$ cat src/rtl/tile_pattern_pkg.sv
// tile_pattern_pkg: shared enumerations and reset constants for the scrolling
// tile-pattern generator (tile_pattern_gen, tile_scroll_ctrl, tile_pattern_gen_if).
package tile_pattern_pkg;

  // Pattern selection, as driven on the mode input.
  typedef enum logic [1:0] {
    MODE_CHECKER = 2'd0,
    MODE_VSTRIPE = 2'd1,
    MODE_HSTRIPE = 2'd2,
    MODE_DIAG    = 2'd3
  } tp_mode_e;

  // Scroll direction, as driven on the dir input.
  typedef enum logic [1:0] {
    DIR_RIGHT = 2'd0,
    DIR_LEFT  = 2'd1,
    DIR_DOWN  = 2'd2,
    DIR_UP    = 2'd3
  } tp_dir_e;

  // Power-up palette: the red/black checkerboard of the predecessor block.
  localparam logic [5:0] TP_COLOR_A_RST = 6'b100100;
  localparam logic [5:0] TP_COLOR_B_RST = 6'b000000;

endpackage

$ cat src/rtl/tile_pattern_gen_if.sv
// tile_pattern_gen_if: pixel-coordinate / control / colour bundle between the
// VGA timing side (master) and the pattern generator (slave).
interface tile_pattern_gen_if #(
  parameter int COORD_W = 10,
  parameter int RGB_W   = 6
);
  logic [COORD_W-1:0] x;
  logic [COORD_W-1:0] y;
  logic               active;
  logic               next_frame;
  logic [1:0]         mode;
  logic [1:0]         dir;
  logic [1:0]         speed;
  logic [RGB_W-1:0]   color_a;
  logic [RGB_W-1:0]   color_b;
  logic [RGB_W-1:0]   rgb;

  modport master (
    output x, y, active, next_frame, mode, dir, speed, color_a, color_b,
    input  rgb
  );

  modport slave (
    input  x, y, active, next_frame, mode, dir, speed, color_a, color_b,
    output rgb
  );
endinterface

$ cat src/rtl/tile_scroll_ctrl.sv
// tile_scroll_ctrl: frame-start detection, pending frame-advance counter,
// dir/speed shadows and the x/y scroll offsets.
module tile_scroll_ctrl
  import tile_pattern_pkg::*;
#(
  parameter int COORD_W   = 10,
  parameter int STEP_LOG2 = 2,
  parameter int PEND_W    = 4
) (
  input  logic               clk,
  input  logic               rst,
  input  logic [COORD_W-1:0] x_i,
  input  logic [COORD_W-1:0] y_i,
  input  logic               next_frame_i,
  input  logic [1:0]         dir_i,
  input  logic [1:0]         speed_i,
  output logic [COORD_W-1:0] x_off_o,
  output logic [COORD_W-1:0] y_off_o,
  output logic               frame_start_o,
  output logic               consume_o
);

  logic [PEND_W-1:0]  pend_q, pend_d;
  logic [1:0]         dir_q, dir_d;
  logic [1:0]         speed_q, speed_d;
  logic [COORD_W-1:0] x_off_q, x_off_d;
  logic [COORD_W-1:0] y_off_q, y_off_d;
  logic [COORD_W-1:0] step;
  logic [2:0]         step_mult;
  logic               frame_start;
  logic               consume;
  logic               pend_sat;

  assign frame_start = (x_i == '0) && (y_i == '0);
  assign consume     = frame_start && (pend_q != '0);
  assign pend_sat    = &pend_q;

  // Next-state: shadows track inputs at frame start, so the scroll step
  // already uses the value being latched on that same edge.
  always_comb begin
    dir_d     = frame_start ? dir_i : dir_q;
    speed_d   = frame_start ? speed_i : speed_q;
    step_mult = {1'b0, speed_d} + 3'd1;
    step      = COORD_W'(step_mult) << STEP_LOG2;

    // A request landing on a consume cancels out; a saturated counter drops it.
    pend_d = pend_q;
    if (next_frame_i && !consume && !pend_sat) begin
      pend_d = pend_q + 1'b1;
    end else if (!next_frame_i && consume) begin
      pend_d = pend_q - 1'b1;
    end

    x_off_d = x_off_q;
    y_off_d = y_off_q;
    if (consume) begin
      case (tp_dir_e'(dir_d))
        DIR_RIGHT: x_off_d = x_off_q + step;
        DIR_LEFT:  x_off_d = x_off_q - step;
        DIR_DOWN:  y_off_d = y_off_q + step;
        default:   y_off_d = y_off_q - step;
      endcase
    end
  end

  // Scroll state registers; reset also flushes any queued frames.
  always_ff @(posedge clk or posedge rst) begin
    if (rst) begin
      pend_q  <= '0;
      dir_q   <= 2'd0;
      speed_q <= 2'd0;
      x_off_q <= '0;
      y_off_q <= '0;
    end else begin
      pend_q  <= pend_d;
      dir_q   <= dir_d;
      speed_q <= speed_d;
      x_off_q <= x_off_d;
      y_off_q <= y_off_d;
    end
  end

  assign x_off_o       = x_off_q;
  assign y_off_o       = y_off_q;
  assign frame_start_o = frame_start;
  assign consume_o     = consume;

endmodule

$ cat src/rtl/tile_pattern_gen.sv
// tile_pattern_gen: scrolling tile-pattern generator (checker, stripes,
// diagonal) with frame-start shadowed controls and two-colour palette.
// Optional palette cycling is compiled in with TILE_PATTERN_CYCLE_EN.
module tile_pattern_gen
  import tile_pattern_pkg::*;
#(
  parameter int COORD_W   = 10,
  parameter int TILE_LOG2 = 4,
  parameter int STEP_LOG2 = 2,
  parameter int PEND_W    = 4,
  parameter int RGB_W     = 6
`ifdef TILE_PATTERN_CYCLE_EN
  ,
  parameter int CYCLE_FRAMES = 32
`endif
) (
  input logic             clk,
  input logic             rst,
  tile_pattern_gen_if.slave bus
);

  localparam logic [COORD_W-1:0] TILE_MASK = COORD_W'(1) << TILE_LOG2;

  logic [COORD_W-1:0] x_off, y_off;
  logic               frame_start;
  logic               consume;
  tp_mode_e           mode_q;
  logic [RGB_W-1:0]   color_a_q, color_b_q;
  logic [RGB_W-1:0]   pal_a, pal_b;
  logic [COORD_W-1:0] sx, sy, sum;
  logic               sel;

  tile_scroll_ctrl #(
    .COORD_W  (COORD_W),
    .STEP_LOG2(STEP_LOG2),
    .PEND_W   (PEND_W)
  ) u_scroll (
    .clk          (clk),
    .rst          (rst),
    .x_i          (bus.x),
    .y_i          (bus.y),
    .next_frame_i (bus.next_frame),
    .dir_i        (bus.dir),
    .speed_i      (bus.speed),
    .x_off_o      (x_off),
    .y_off_o      (y_off),
    .frame_start_o(frame_start),
    .consume_o    (consume)
  );

  // Mode and colour shadows, refreshed every frame start regardless of queue.
  always_ff @(posedge clk or posedge rst) begin
    if (rst) begin
      mode_q    <= MODE_CHECKER;
      color_a_q <= RGB_W'(TP_COLOR_A_RST);
      color_b_q <= RGB_W'(TP_COLOR_B_RST);
    end else if (frame_start) begin
      mode_q    <= tp_mode_e'(bus.mode);
      color_a_q <= bus.color_a;
      color_b_q <= bus.color_b;
    end
  end

`ifdef TILE_PATTERN_CYCLE_EN
  localparam int CYC_W = (CYCLE_FRAMES > 1) ? $clog2(CYCLE_FRAMES) : 1;

  logic [CYC_W-1:0] cyc_q;
  logic             swap_q;

  // Count consumed frames; the wrap back to zero flips the palette.
  always_ff @(posedge clk or posedge rst) begin
    if (rst) begin
      cyc_q  <= '0;
      swap_q <= 1'b0;
    end else if (consume) begin
      if (cyc_q == CYC_W'(CYCLE_FRAMES - 1)) begin
        cyc_q  <= '0;
        swap_q <= ~swap_q;
      end else begin
        cyc_q <= cyc_q + 1'b1;
      end
    end
  end

  assign pal_a = swap_q ? color_b_q : color_a_q;
  assign pal_b = swap_q ? color_a_q : color_b_q;
`else
  // consume only feeds the palette cycler, which is not built here.
  logic consume_unused;
  assign consume_unused = consume;
  assign pal_a = color_a_q;
  assign pal_b = color_b_q;
`endif

  // Zero-latency pixel path: scrolled coordinate -> tile bit -> colour.
  always_comb begin
    sx  = bus.x + x_off;
    sy  = bus.y + y_off;
    sum = sx + sy;
    case (mode_q)
      MODE_CHECKER: sel = (|(sx & TILE_MASK)) ^ (|(sy & TILE_MASK));
      MODE_VSTRIPE: sel = |(sx & TILE_MASK);
      MODE_HSTRIPE: sel = |(sy & TILE_MASK);
      default:      sel = |(sum & TILE_MASK);
    endcase
    bus.rgb = bus.active ? (sel ? pal_a : pal_b) : '0;
  end

endmodule

$ cat src/flat_wrapper.sv
// flat-port wrapper written by rule: the top's interface ports become plain ports
module tile_pattern_gen_flat import tile_pattern_pkg::*;
#(
  parameter int COORD_W   = 10,
  parameter int TILE_LOG2 = 4,
  parameter int STEP_LOG2 = 2,
  parameter int PEND_W    = 4,
  parameter int RGB_W     = 6

)
  (clk, rst, bus_x, bus_y, bus_active, bus_next_frame, bus_mode, bus_dir, bus_speed, bus_color_a, bus_color_b, bus_rgb);
  tile_pattern_gen_if #(.COORD_W(COORD_W), .RGB_W(RGB_W)) bus_i ();
  input logic clk;
  input logic rst;
  input wire logic [$bits(bus_i.x)-1:0] bus_x;
  input wire logic [$bits(bus_i.y)-1:0] bus_y;
  input wire logic [$bits(bus_i.active)-1:0] bus_active;
  input wire logic [$bits(bus_i.next_frame)-1:0] bus_next_frame;
  input wire logic [$bits(bus_i.mode)-1:0] bus_mode;
  input wire logic [$bits(bus_i.dir)-1:0] bus_dir;
  input wire logic [$bits(bus_i.speed)-1:0] bus_speed;
  input wire logic [$bits(bus_i.color_a)-1:0] bus_color_a;
  input wire logic [$bits(bus_i.color_b)-1:0] bus_color_b;
  output wire logic [$bits(bus_i.rgb)-1:0] bus_rgb;
  assign bus_i.x = bus_x;
  assign bus_i.y = bus_y;
  assign bus_i.active = bus_active;
  assign bus_i.next_frame = bus_next_frame;
  assign bus_i.mode = bus_mode;
  assign bus_i.dir = bus_dir;
  assign bus_i.speed = bus_speed;
  assign bus_i.color_a = bus_color_a;
  assign bus_i.color_b = bus_color_b;
  assign bus_rgb = bus_i.rgb;
  tile_pattern_gen #(.COORD_W(COORD_W), .TILE_LOG2(TILE_LOG2), .STEP_LOG2(STEP_LOG2), .PEND_W(PEND_W), .RGB_W(RGB_W)) u_core (.clk(clk), .rst(rst), .bus(bus_i));
endmodule
$ cat config.mk
export PLATFORM = sky130hd
export DESIGN_NAME = tile_pattern_gen_flat
export DESIGN_NICKNAME = d
export VERILOG_FILES = /design/src/rtl/tile_pattern_pkg.sv /design/src/rtl/tile_pattern_gen_if.sv /design/src/rtl/tile_scroll_ctrl.sv /design/src/rtl/tile_pattern_gen.sv /design/src/flat_wrapper.sv
export SDC_FILE = /design/constraint.sdc
export NUM_CORES = 1
export LEC_CHECK = 0
export ABC_AREA = 0
export ABC_CLOCK_PERIOD_IN_PS = 5500
export CELL_PAD_IN_SITES_DETAIL_PLACEMENT = 1
export CELL_PAD_IN_SITES_GLOBAL_PLACEMENT = 1
export CORE_MARGIN = 1
export CORE_UTILIZATION = 38
export DETAILED_ROUTE_END_ITERATION = 10
export PLACE_DENSITY = 0.92
export RECOVER_POWER = 25
export SYNTH_ARGS = -nofsm -noshare
export SYNTH_HDL_FRONTEND = slang
export SYNTH_SLANG_ARGS = --single-unit
$ cat constraint.sdc
create_clock -name clk -period 5.5 [get_ports clk]
set_input_delay 1.65 -clock clk [delete_from_list [all_inputs] [get_ports clk]]
set_output_delay 1.65 -clock clk [all_outputs]
set_load 0.005 [all_outputs]
==> results of run 1 <==
what timing repair did:
item                                    in CTS  in global routing
resized for setup                           47                 15
pin swaps                                    7                  6
endpoints found under the setup margin       6                  6
gates cloned                                 0                  0
setup buffers                                7                  2
final timing paths:
| path | cells past startpoint | to | start | slack [ns] |
|---|---|---|---|---|
| worst max-delay path | 14 | bus_rgb[1] | bus_x[2] | -0.44 |
| worst min-delay path | 1 | u_core.u_scroll.y_off_o[4] | u_core.u_scroll.y_off_o[4] | 0.50 |
| worst max register to register | 10 | u_core.u_scroll.pend_q[3] | u_core.u_scroll.pend_q[0] | 3.05 |
| worst min register to register | 1 | u_core.u_scroll.y_off_o[4] | u_core.u_scroll.y_off_o[4] | 0.50 |
| max in group asynchronous | 2 | u_core.u_scroll.dir_q[1] | rst | 2.76 |
| min in group asynchronous | 2 | u_core.color_b_q[0] | rst | 2.08 |
cells by family (layout without fill, tap and decap cells):
kind of cell | count (synthesis) | count (layout)
AO/OA/AOI/OAI | 21 | 21
buffers and inverters | 12 | 76
flip-flops | 28 | 28
multiplexers | 29 | 29
AND/OR/NAND/NOR | 54 | 54
adder cells (fa/ha/maj) | 16 | 16
XOR/XNOR | 11 | 11
routing by layer:
metal | global-route usage [%] | vias up
met5 | 0 | -
met1 | 23.4 | 803
li1 | - | 736
met2 | 40.7 | 45
met3 | 2.36 | 12
met4 | 6.32 | 0
report_power, final:
group          internal [W]  leakage (nW)  switching [W]  total [W]
clock             0.0000975        0.0357      0.0000679   0.000165
sequential         0.000222         0.369      0.0000266   0.000248
combinational      0.000110         0.817      0.0000764   0.000186
cell type report:
class,count,area [um2]
Fill cell,504,2040
Multi-Input combinational cell,131,1190
Inverter,7,26.3
Sequential cell,28,703
Clock buffer,3,41.3
Clock inverter,1,30.0
Timing Repair Buffer,65,603
Tap cell,67,83.8
cell usage in the layout, fill, tap and decap left out, types with 3 or more instances in the layout:
master,count
sky130_fd_sc_hd__buf_2,6
sky130_fd_sc_hd__buf_4,11
sky130_fd_sc_hd__buf_6,8
sky130_fd_sc_hd__clkbuf_8,3
sky130_fd_sc_hd__clkdlybuf4s50_1,36
sky130_fd_sc_hd__dfrtp_1,26
sky130_fd_sc_hd__fa_1,5
sky130_fd_sc_hd__ha_1,8
sky130_fd_sc_hd__ha_4,3
sky130_fd_sc_hd__inv_1,7
sky130_fd_sc_hd__mux2_2,19
sky130_fd_sc_hd__mux2i_1,6
sky130_fd_sc_hd__nand2_1,25
sky130_fd_sc_hd__nand3_1,3
sky130_fd_sc_hd__nor2_1,4
sky130_fd_sc_hd__nor2b_1,4
sky130_fd_sc_hd__nor4_1,4
sky130_fd_sc_hd__o21ai_0,4
sky130_fd_sc_hd__xnor2_1,3
sky130_fd_sc_hd__xor2_1,7
worst max-delay path: cells and delay by family:
| family | cells | cell delay [ns] |
|---|---|---|
| compound gates | 2 | 0.38 |
| fa+ha+maj | 3 | 0.94 |
| buf+inv | 5 | 0.68 |
| simple gates | 2 | 0.18 |
| mux | 2 | 0.46 |
registers in the layout, summed over array words and instances (netlist names):
signal and cells:
u_core.mode_q 2, u_core.u_scroll.y_off_o 3, u_core.u_scroll.x_off_o 3, u_core.color_b_q 6
u_core.u_scroll.pend_q 4, u_core.color_a_q 6, u_core.u_scroll.dir_q 2, u_core.u_scroll.speed_q 2
through the flow:
step                std cells  setup TNS (ns)  cell area, um2  total power, W  hold WS (ns)
finish                    302           -2.45            2680        0.000600         0.498
global route              302           -2.98            2680        0.000635         0.533
CTS                       300           -1.78            2620        0.000594         0.504
detailed placement        289           -6.43            2450        0.000414         0.489
global placement          289           -5.78            2450        0.000399         0.460
floorplan                 171               0            1860        0.000346         0.443
==> out/results.ini, run 1 <==
[critical_path]
critical_path_class=in -> out
critical_path.max_stage_delay_ns=0.49
timing.critical_path.cells=buf_6, ha_4, fa_1, ha_4, nor2_4, a211oi_2, buf_4, mux2i_4, nand3_2, o221ai_4, buf_12, buf_6, mux2i_2, buf_2
timing.critical_path.arrival_ns=4.29
timing.critical_path.slowest_stage_cell=sky130_fd_sc_hd__fa_1
critPathLaunchType=input pin
cp_data_required_time_ns=3.85
worst-path-max-fanout=4
end_kind=output port

[timing]
min_period_over_period_pct=108
slew_violations=0
finalWorstPathRequiredPeriod_ns=5.94
unrepaired_setup_endpoints_after_global_routing=true
final_setup_margin_ns=-0.443
fmax_mhz=168
maxSlewHeadroom_pct=26.4
worst_slew_pin_tran_ns=1.10
final_worst_clock_skew_ns=0.00125
report.final.setup_viol=6
finalHoldViolations=0

[cts]
hold_buffers=0
ctsHtreeMaxLevel=1
cts.clk_slew.worst_paths_ns=0.10
clock-root-buffer=sky130_fd_sc_hd__clkbuf_8
cts.sinks=28
cts_inserted_buffers=3
tritoncts=done
source_to_sink_clock_delay_at_the_later_pin_of_the_worst_skew_pair_ns=0.28
worst_case_clock_buffer_depth=2

[yosys]
synthMostInstantiatedCell=sky130_fd_sc_hd__dfrtp_1
synth-compound-area-share_pct=8.19
netlist.area_leader.share_pct=34.9
synth_top_family_by_area=multiplexers
biggest_area_consumer_among_synthesized_cells=sky130_fd_sc_hd__dfrtp_1
synth.cells.most_frequent=sky130_fd_sc_hd__dfrtp_1, sky130_fd_sc_hd__nand2_1, sky130_fd_sc_hd__mux2_2, sky130_fd_sc_hd__ha_1, sky130_fd_sc_hd__mux2i_1
synthCells=171
synth-async-reset-ratio_pct=100
adder_and_majority_gate_portion_of_the_synthesized_area_pct=12.8
synth-seq-cells=28
synth_fp_nets=229
most_frequently_used_flop_master_after_synthesis=sky130_fd_sc_hd__dfrtp_1
synth-xor-area-share_pct=5.98
yosysWarningCount=0
syn_area_um2=1860
synthSimpleGateAreaFrac_pct=14.8
synth-edff-count=0
yosysSeqAreaShare_pct=37.7
ys_top_cells_by_area=sky130_fd_sc_hd__dfrtp_1, sky130_fd_sc_hd__mux2_2, sky130_fd_sc_hd__ha_1
post_synth_num_cell_types=42
syn-mean-instance-area_um2=10.9
post_synth_mux_area_share_pct=17.4

[power_and_ir_drop]
powerDensity_nw_per_um2=224
total_leakage_power_nw=1.22
worst_ir_drop_vdd_mv=0.216

[detailed_routing]
m1WireLength_mm=2.08
wl_met2_mm=3.00
wirelength_mm=5.42
drc_errors=0
drt.antenna.violating_nets=0
wl_per_cell_um=18.0
vias=1596
wl_met3_um=192
firstDrtPassIters=4
routed_via_density=5.28
first_iter_violations=38
routed.top_layer=met4

[place]
place_worst_setup_slack_ns=-1.10
detailed_placer_s_ending_hpwl_mm=3.77
buffers_added_on_ports=47
final_weighted_congestion_in_routability_driven_placement=0.764

[cells_and_area]
num-nets-final=294
layout-area-overhead-vs-synth_pct=44.0
drive_above_1_share_pct=30.2
finalCoreUtilization_pct=56.8
antenna_cells_inserted=0

[global_route]
grt_use_total_pct=20.8
maximum_number_of_pins_on_one_net_before_global_route_repair=34
initial_antenna_violation_count=0
first_pass_grt_wire_length_mm=8.15
global_route.overflow_total=0
first_global_vias=1721

[floorplanning]
die_width_um=72.0
floorplan.initialDensity_pct=39.4
core_footprint_um2=4720
fp-row-count=25
chipHeight_um=72.0
fp.dieArea_um2=5190
top_level_ports=48

[status]
violated_checks=setup timing
run_status=finished, violations left

[hold_path]
worst_hold_path_type=reg -> reg

[job]
cap_viol_max_count=0

(Power assumes the default switching activity.)
==> run 2, diff against run 1 <==
RECOVER_POWER = 100   (was 25)
SKIP_LAST_GASP = 1   (was default)
==> run 2 against run 1 <==
  * The flow still finishes with violations (setup timing)
  * Via count is 0.38% lower
  * Critical path type unchanged
  * Cell area is 0.47% lower
  * Clock power hardly changed
  * First-iteration DRC count stayed put
  * Flip-flop and latch count stayed put
  * Die area stayed put
  * Count of clock-buffer cells in the layout stayed put
  * Wire length stayed put
  * Worst hold slack hardly changed
==> out/results.ini, run 2 (synthesized netlist as in run 1, its figures left out) <==
[status]
run_status=finished, violations left
violated_checks=setup timing

[cells_and_area]
drive_above_1_share_pct=28.5
mostFrequentLayoutCells=sky130_fd_sc_hd__clkdlybuf4s50_1, sky130_fd_sc_hd__dfrtp_1, sky130_fd_sc_hd__nand2_1
num-nets-final=294
top_regs=u_core.color_a_q: 6 flops, u_core.color_b_q: 6 flops, u_core.u_scroll.pend_q: 4 flops
antenna_cells_inserted=0
layout-area-overhead-vs-synth_pct=43.3
instances_no_fill=302
most_common_cell_after_layout_fill_and_taps_aside=sky130_fd_sc_hd__clkdlybuf4s50_1
stdcell_area_um2=2670

[cts]
source_to_sink_clock_delay_at_the_later_pin_of_the_worst_skew_pair_ns=0.28
tritoncts=done
cts.clk_slew.worst_paths_ns=0.10
cts.sinks=28
worst_case_clock_buffer_depth=2
cts_inserted_buffers=3
clock-root-buffer=sky130_fd_sc_hd__clkbuf_8
ctsHtreeMaxLevel=1

[floorplanning]
die_width_um=72.0
fp.dieArea_um2=5190
top_level_ports=48
core_footprint_um2=4720
fp-row-count=25
chipHeight_um=72.0
floorplan.initialDensity_pct=39.4

[detailed_routing]
first_iter_violations=38
firstDrtPassIters=4
drc_errors=0
drt.antenna.violating_nets=0
routed_via_density=5.26
vias=1590
wl_per_cell_um=18.0
wirelength_mm=5.42

[global_route]
grt_most_used_layer=met2
maximum_number_of_pins_on_one_net_before_global_route_repair=34
initial_antenna_violation_count=0
grt_use_total_pct=20.8
first_pass_grt_wire_length_mm=8.15
global_route.overflow_total=0
grt_use_met3_pct=2.36
grt_util_met1_pct=23.4
first_global_vias=1721
gr-usage-met2_pct=40.7

[place]
placement.cell_area_um2=2450
place_worst_setup_slack_ns=-1.10
buffers_added_on_ports=47
placed_cells=289
final_weighted_congestion_in_routability_driven_placement=0.764
detailed_placer_s_ending_hpwl_mm=3.77

[timing]
min_period_over_period_pct=108
worst_slew_pin_tran_ns=1.10
report.final.setup_viol=6
maxSlewHeadroom_pct=26.8
unrepaired_setup_endpoints_after_global_routing=true
finalHoldWorstSlack_ns=0.498
final_setup_margin_ns=-0.443
fmax_mhz=168
finalHoldViolations=0
final_worst_clock_skew_ns=0.00151
slew_violations=0
finalSetupTns_ns=-2.45
finalWorstPathRequiredPeriod_ns=5.94

[critical_path]
cp_data_required_time_ns=3.85
timing.critical_path.slowest_stage_cell=sky130_fd_sc_hd__fa_1
critPathLaunchType=input pin
end_kind=output port
timing.critical_path.cells=buf_6, ha_4, fa_1, ha_4, nor2_4, a211oi_2, buf_4, mux2i_4, nand3_2, o221ai_4, buf_12, buf_6, mux2i_2, buf_2
worst-path-max-fanout=4
critical_path.max_stage_delay_ns=0.49
critical_path_class=in -> out
timing.critical_path.arrival_ns=4.29

[power_and_ir_drop]
total_leakage_power_nw=1.20
worst_ir_drop_vdd_mv=0.213
powerDensity_nw_per_um2=220

[job]
cap_viol_max_count=0

[hold_path]
worst_hold_path_type=reg -> reg

[run 2: power breakdown]
| part | switching [W] | total (W) | internal [W] |
|---|---|---|---|
| clock network | 0.0000678 | 0.000165 | 0.0000975 |
| registers | 0.0000263 | 0.000248 | 0.000222 |
| logic | 0.0000762 | 0.000174 | 0.0000980 |
[run 2: layout make-up]
class	count	area, um2
clock buffer	3	41.3
clock inverter	1	30.0
fill	506	2050
inverter	7	26.3
multi-input combinational	131	1190
sequential	28	703
tap	67	83.8
timing repair buffer	65	599
[run 2: path summary, 6_finish.rpt]
| check | slack [ns] | from | end | depth (start not counted) |
|---|---|---|---|---|
| setup reg to reg | 3.05 | u_core.u_scroll.pend_q[0] | u_core.u_scroll.pend_q[3] | 10 |
| min in group asynchronous | 2.08 | rst | u_core.color_b_q[0] | 2 |
| hold reg to reg | 0.50 | u_core.u_scroll.y_off_o[4] | u_core.u_scroll.y_off_o[4] | 1 |
| setup / recovery | -0.44 | bus_x[2] | bus_rgb[1] | 14 |
| hold / removal | 0.50 | u_core.u_scroll.y_off_o[4] | u_core.u_scroll.y_off_o[4] | 1 |
| max in group asynchronous | 2.76 | rst | u_core.u_scroll.dir_q[1] | 2 |
[run 2: repair_timing]
action,4_1_cts,5_1_grt
endpoints found under the setup margin,6,6
hold buffers,0,0
resized for setup,47,15
setup buffers,7,2
pin swaps,7,6
[run 2: critical path, delay by kind of cell]
| family | cells | cell delay (ns) |
|---|---|---|
| AND/OR/NAND/NOR | 2 | 0.18 |
| adder cells (fa/ha/maj) | 3 | 0.94 |
| multiplexers | 2 | 0.46 |
| AO/OA/AOI/OAI | 2 | 0.38 |
| buffers and inverters | 5 | 0.68 |
[run 2: layer usage]
metal  vias to the layer above  share of wire, %  wire length [um]
met2                        43                55              3000
met4                         0               2.8               150
met5                         -                 0                 0
li1                        737                 -                 -
met1                       798                38              2080
met3                        12               3.5               189
[run 2: stage by stage]
step	utilization [%]	power, W
6_report	56.5	0.000587
5_1_grt	56.5	0.000622
2_1_floorplan	-	0.000346
3_5_place_dp	51.9	0.000414
3_3_place_gp	51.9	0.000399
4_1_cts	55.5	0.000594
==> run 3, diff against run 2 <==
GPL_TIMING_DRIVEN = 0   (was default)
SLEW_MARGIN = 20   (was default)
==> run 3 against run 2 <==
  * Clock skew rose by 0.0094 ns
  * Sequential share of layout area up 0.68 points
  * Global-route usage grew 0.51 points
  * Flip-flop and latch count stayed put
  * Sequential power about the same
  * The flow still finishes with violations (setup timing)
  * Highest routed layer unchanged
  * Maximum frequency grew 3.2%
  * Clock power about the same
  * Worst hold slack lost 0.0093 ns
  * Power decreased by 3.3%
  * Utilization shrank 1.4 points
  * Critical path depth fell by 2
  * Non-clock buffer count down 8
==> out/results.ini, run 3 (synthesized netlist as in run 1, its figures left out) <==
[status]
run_status=finished, violations left
violated_checks=setup timing

[critical_path]
cp_data_required_time_ns=3.85
end_kind=output port
critPathLaunchType=input pin
critical_path_class=in -> out
worst-path-max-fanout=4
timing.critical_path.arrival_ns=4.11
ff2ff_setup_slack_ns=2.88

[place]
final_weighted_congestion_in_routability_driven_placement=0.834
buffers_added_on_ports=47
detailed_placer_s_ending_hpwl_mm=3.72
placed_cells=285

[detailed_routing]
routed_via_density=5.20
firstDrtPassIters=5
drc_errors=0
drt.antenna.violating_nets=0
first_iter_violations=45
wl_per_cell_um=17.4
vias=1528
wirelength_mm=5.12

[cells_and_area]
layout-area-overhead-vs-synth_pct=39.7
drive_above_1_share_pct=24.2
fillerInstances=517
antenna_cells_inserted=0
multi_input_area_um2=1190
instances_no_fill=294
register_area_um2=703
most_common_cell_after_layout_fill_and_taps_aside=sky130_fd_sc_hd__clkdlybuf4s50_1
mostFrequentLayoutCells=sky130_fd_sc_hd__clkdlybuf4s50_1, sky130_fd_sc_hd__dfrtp_1, sky130_fd_sc_hd__nand2_1
top_regs=u_core.color_a_q: 6 flops, u_core.color_b_q: 6 flops, u_core.u_scroll.pend_q: 4 flops
finalCoreUtilization_pct=55.1
num-nets-final=286

[cts]
hold_buffers=0
ctsHtreeMaxLevel=1
cts.sinks=28
clock-root-buffer=sky130_fd_sc_hd__clkbuf_8
cts_inserted_buffers=3
source_to_sink_clock_delay_at_the_later_pin_of_the_worst_skew_pair_ns=0.28
tritoncts=done
cts.clk_slew.worst_paths_ns=0.11
worst_case_clock_buffer_depth=2

[power_and_ir_drop]
powerDensity_nw_per_um2=218
total_leakage_power_nw=1.15
worst_ir_drop_vdd_mv=0.158

[timing]
report.final.setup_viol=8
final_setup_margin_ns=-0.258
maxSlewHeadroom_pct=26.7
finalHoldViolations=0
finalHoldWorstSlack_ns=0.488
fmax_mhz=174
min_period_over_period_pct=105
unrepaired_setup_endpoints_after_global_routing=true
worst_slew_pin_tran_ns=1.10
final_worst_clock_skew_ns=0.0109
slew_violations=0
finalWorstPathRequiredPeriod_ns=5.76

[job]
cap_viol_max_count=0

[global_route]
first_pass_grt_wire_length_mm=8.49
global_route.overflow_total=0
maximum_number_of_pins_on_one_net_before_global_route_repair=29
grt_use_total_pct=21.3
first_global_vias=1747
initial_antenna_violation_count=0

[floorplanning]
core_footprint_um2=4720
fp-row-count=25
floorplan.initialDensity_pct=39.4
top_level_ports=48
chipHeight_um=72.0
fp.dieArea_um2=5190
die_width_um=72.0

[hold_path]
worst_hold_path_type=reg -> reg

[run 3: cell types whose count changed in the layout (fill, tap and decap cells not counted), sizes merged]
cell           previous run  this run
dlygate4sd3               2         1
clkbuf                    7         6
buf                      24        15
clkdlybuf4s15             0         2
clkdlybuf4s50            35        36
[run 3: final timing paths]
kind | startpoint | cells past startpoint | end
max | bus_y[2] | 12 | bus_rgb[4]
min | u_core.u_scroll.x_off_o[4] | 1 | u_core.u_scroll.x_off_o[4]
max reg2reg | u_core.u_scroll.speed_q[0] | 9 | u_core.u_scroll.x_off_o[4]
min reg2reg | u_core.u_scroll.x_off_o[4] | 1 | u_core.u_scroll.x_off_o[4]
max in group asynchronous | rst | 2 | u_core.u_scroll.y_off_o[2]
min in group asynchronous | rst | 2 | u_core.color_a_q[1]
[run 3: layout make-up]
class                      count  share of cell area [%]
inverter                       7                    1.01
clock inverter                 1                    1.15
tap                           67                    3.22
multi-input combinational    131                    45.9
clock buffer                   3                    1.59
sequential                    28                    27.0
buffer                         5                   0.913
timing repair buffer          52                    19.2
[run 3: routing by layer]
metal / routed length, um / track usage (%) / up-vias
met5: 0 / 0 / -
li1: - / - / 717
met3: 146 / 2.64 / 5
met1: 2170 / 26.0 / 773
met2: 2760 / 39.8 / 33
met4: 44 / 4.79 / 0
[run 3: critical path, cell delays in order]
cell and delay [ns]:
sky130_fd_sc_hd__buf_8 0.10, sky130_fd_sc_hd__ha_4 0.15, sky130_fd_sc_hd__fa_2 0.60, sky130_fd_sc_hd__ha_4 0.18, sky130_fd_sc_hd__nor3_4 0.05, sky130_fd_sc_hd__a211oi_4 0.29
sky130_fd_sc_hd__mux2i_1 0.25, sky130_fd_sc_hd__nand3_1 0.14, sky130_fd_sc_hd__o221ai_4 0.15, sky130_fd_sc_hd__buf_6 0.17, sky130_fd_sc_hd__mux2i_2 0.21, sky130_fd_sc_hd__buf_2 0.14
[run 3: report_power, final]
| group | switching, W | internal [W] | total [W] |
|---|---|---|---|
| Sequential | 0.0000240 | 0.000222 | 0.000246 |
| Combinational | 0.0000686 | 0.0000881 | 0.000157 |
| Clock | 0.0000682 | 0.0000976 | 0.000166 |
| Total | 0.000161 | 0.000407 | 0.000568 |
[run 3: what timing repair did]
item	CTS	global route
setup endpoints to repair	6	6
gates cloned	0	0
pin swaps	10	6
resized for setup	55	9
setup buffers	4	1
[run 3: stage by stage]
| step | power, W | TNS (ns) | area (um2) | setup WS, ns |
|---|---|---|---|---|
| 4_1_cts | 0.000579 | -0.946 | 2580 | -0.197 |
| 6_report | 0.000568 | -1.73 | 2600 | -0.258 |
| 3_5_place_dp | 0.000405 | -7.09 | 2420 | -1.21 |
| 3_3_place_gp | 0.000396 | -6.44 | 2420 | -1.10 |
| 5_1_grt | 0.000601 | -2.78 | 2600 | -0.378 |
| 2_1_floorplan | 0.000346 | 0 | 1860 | 0.146 |
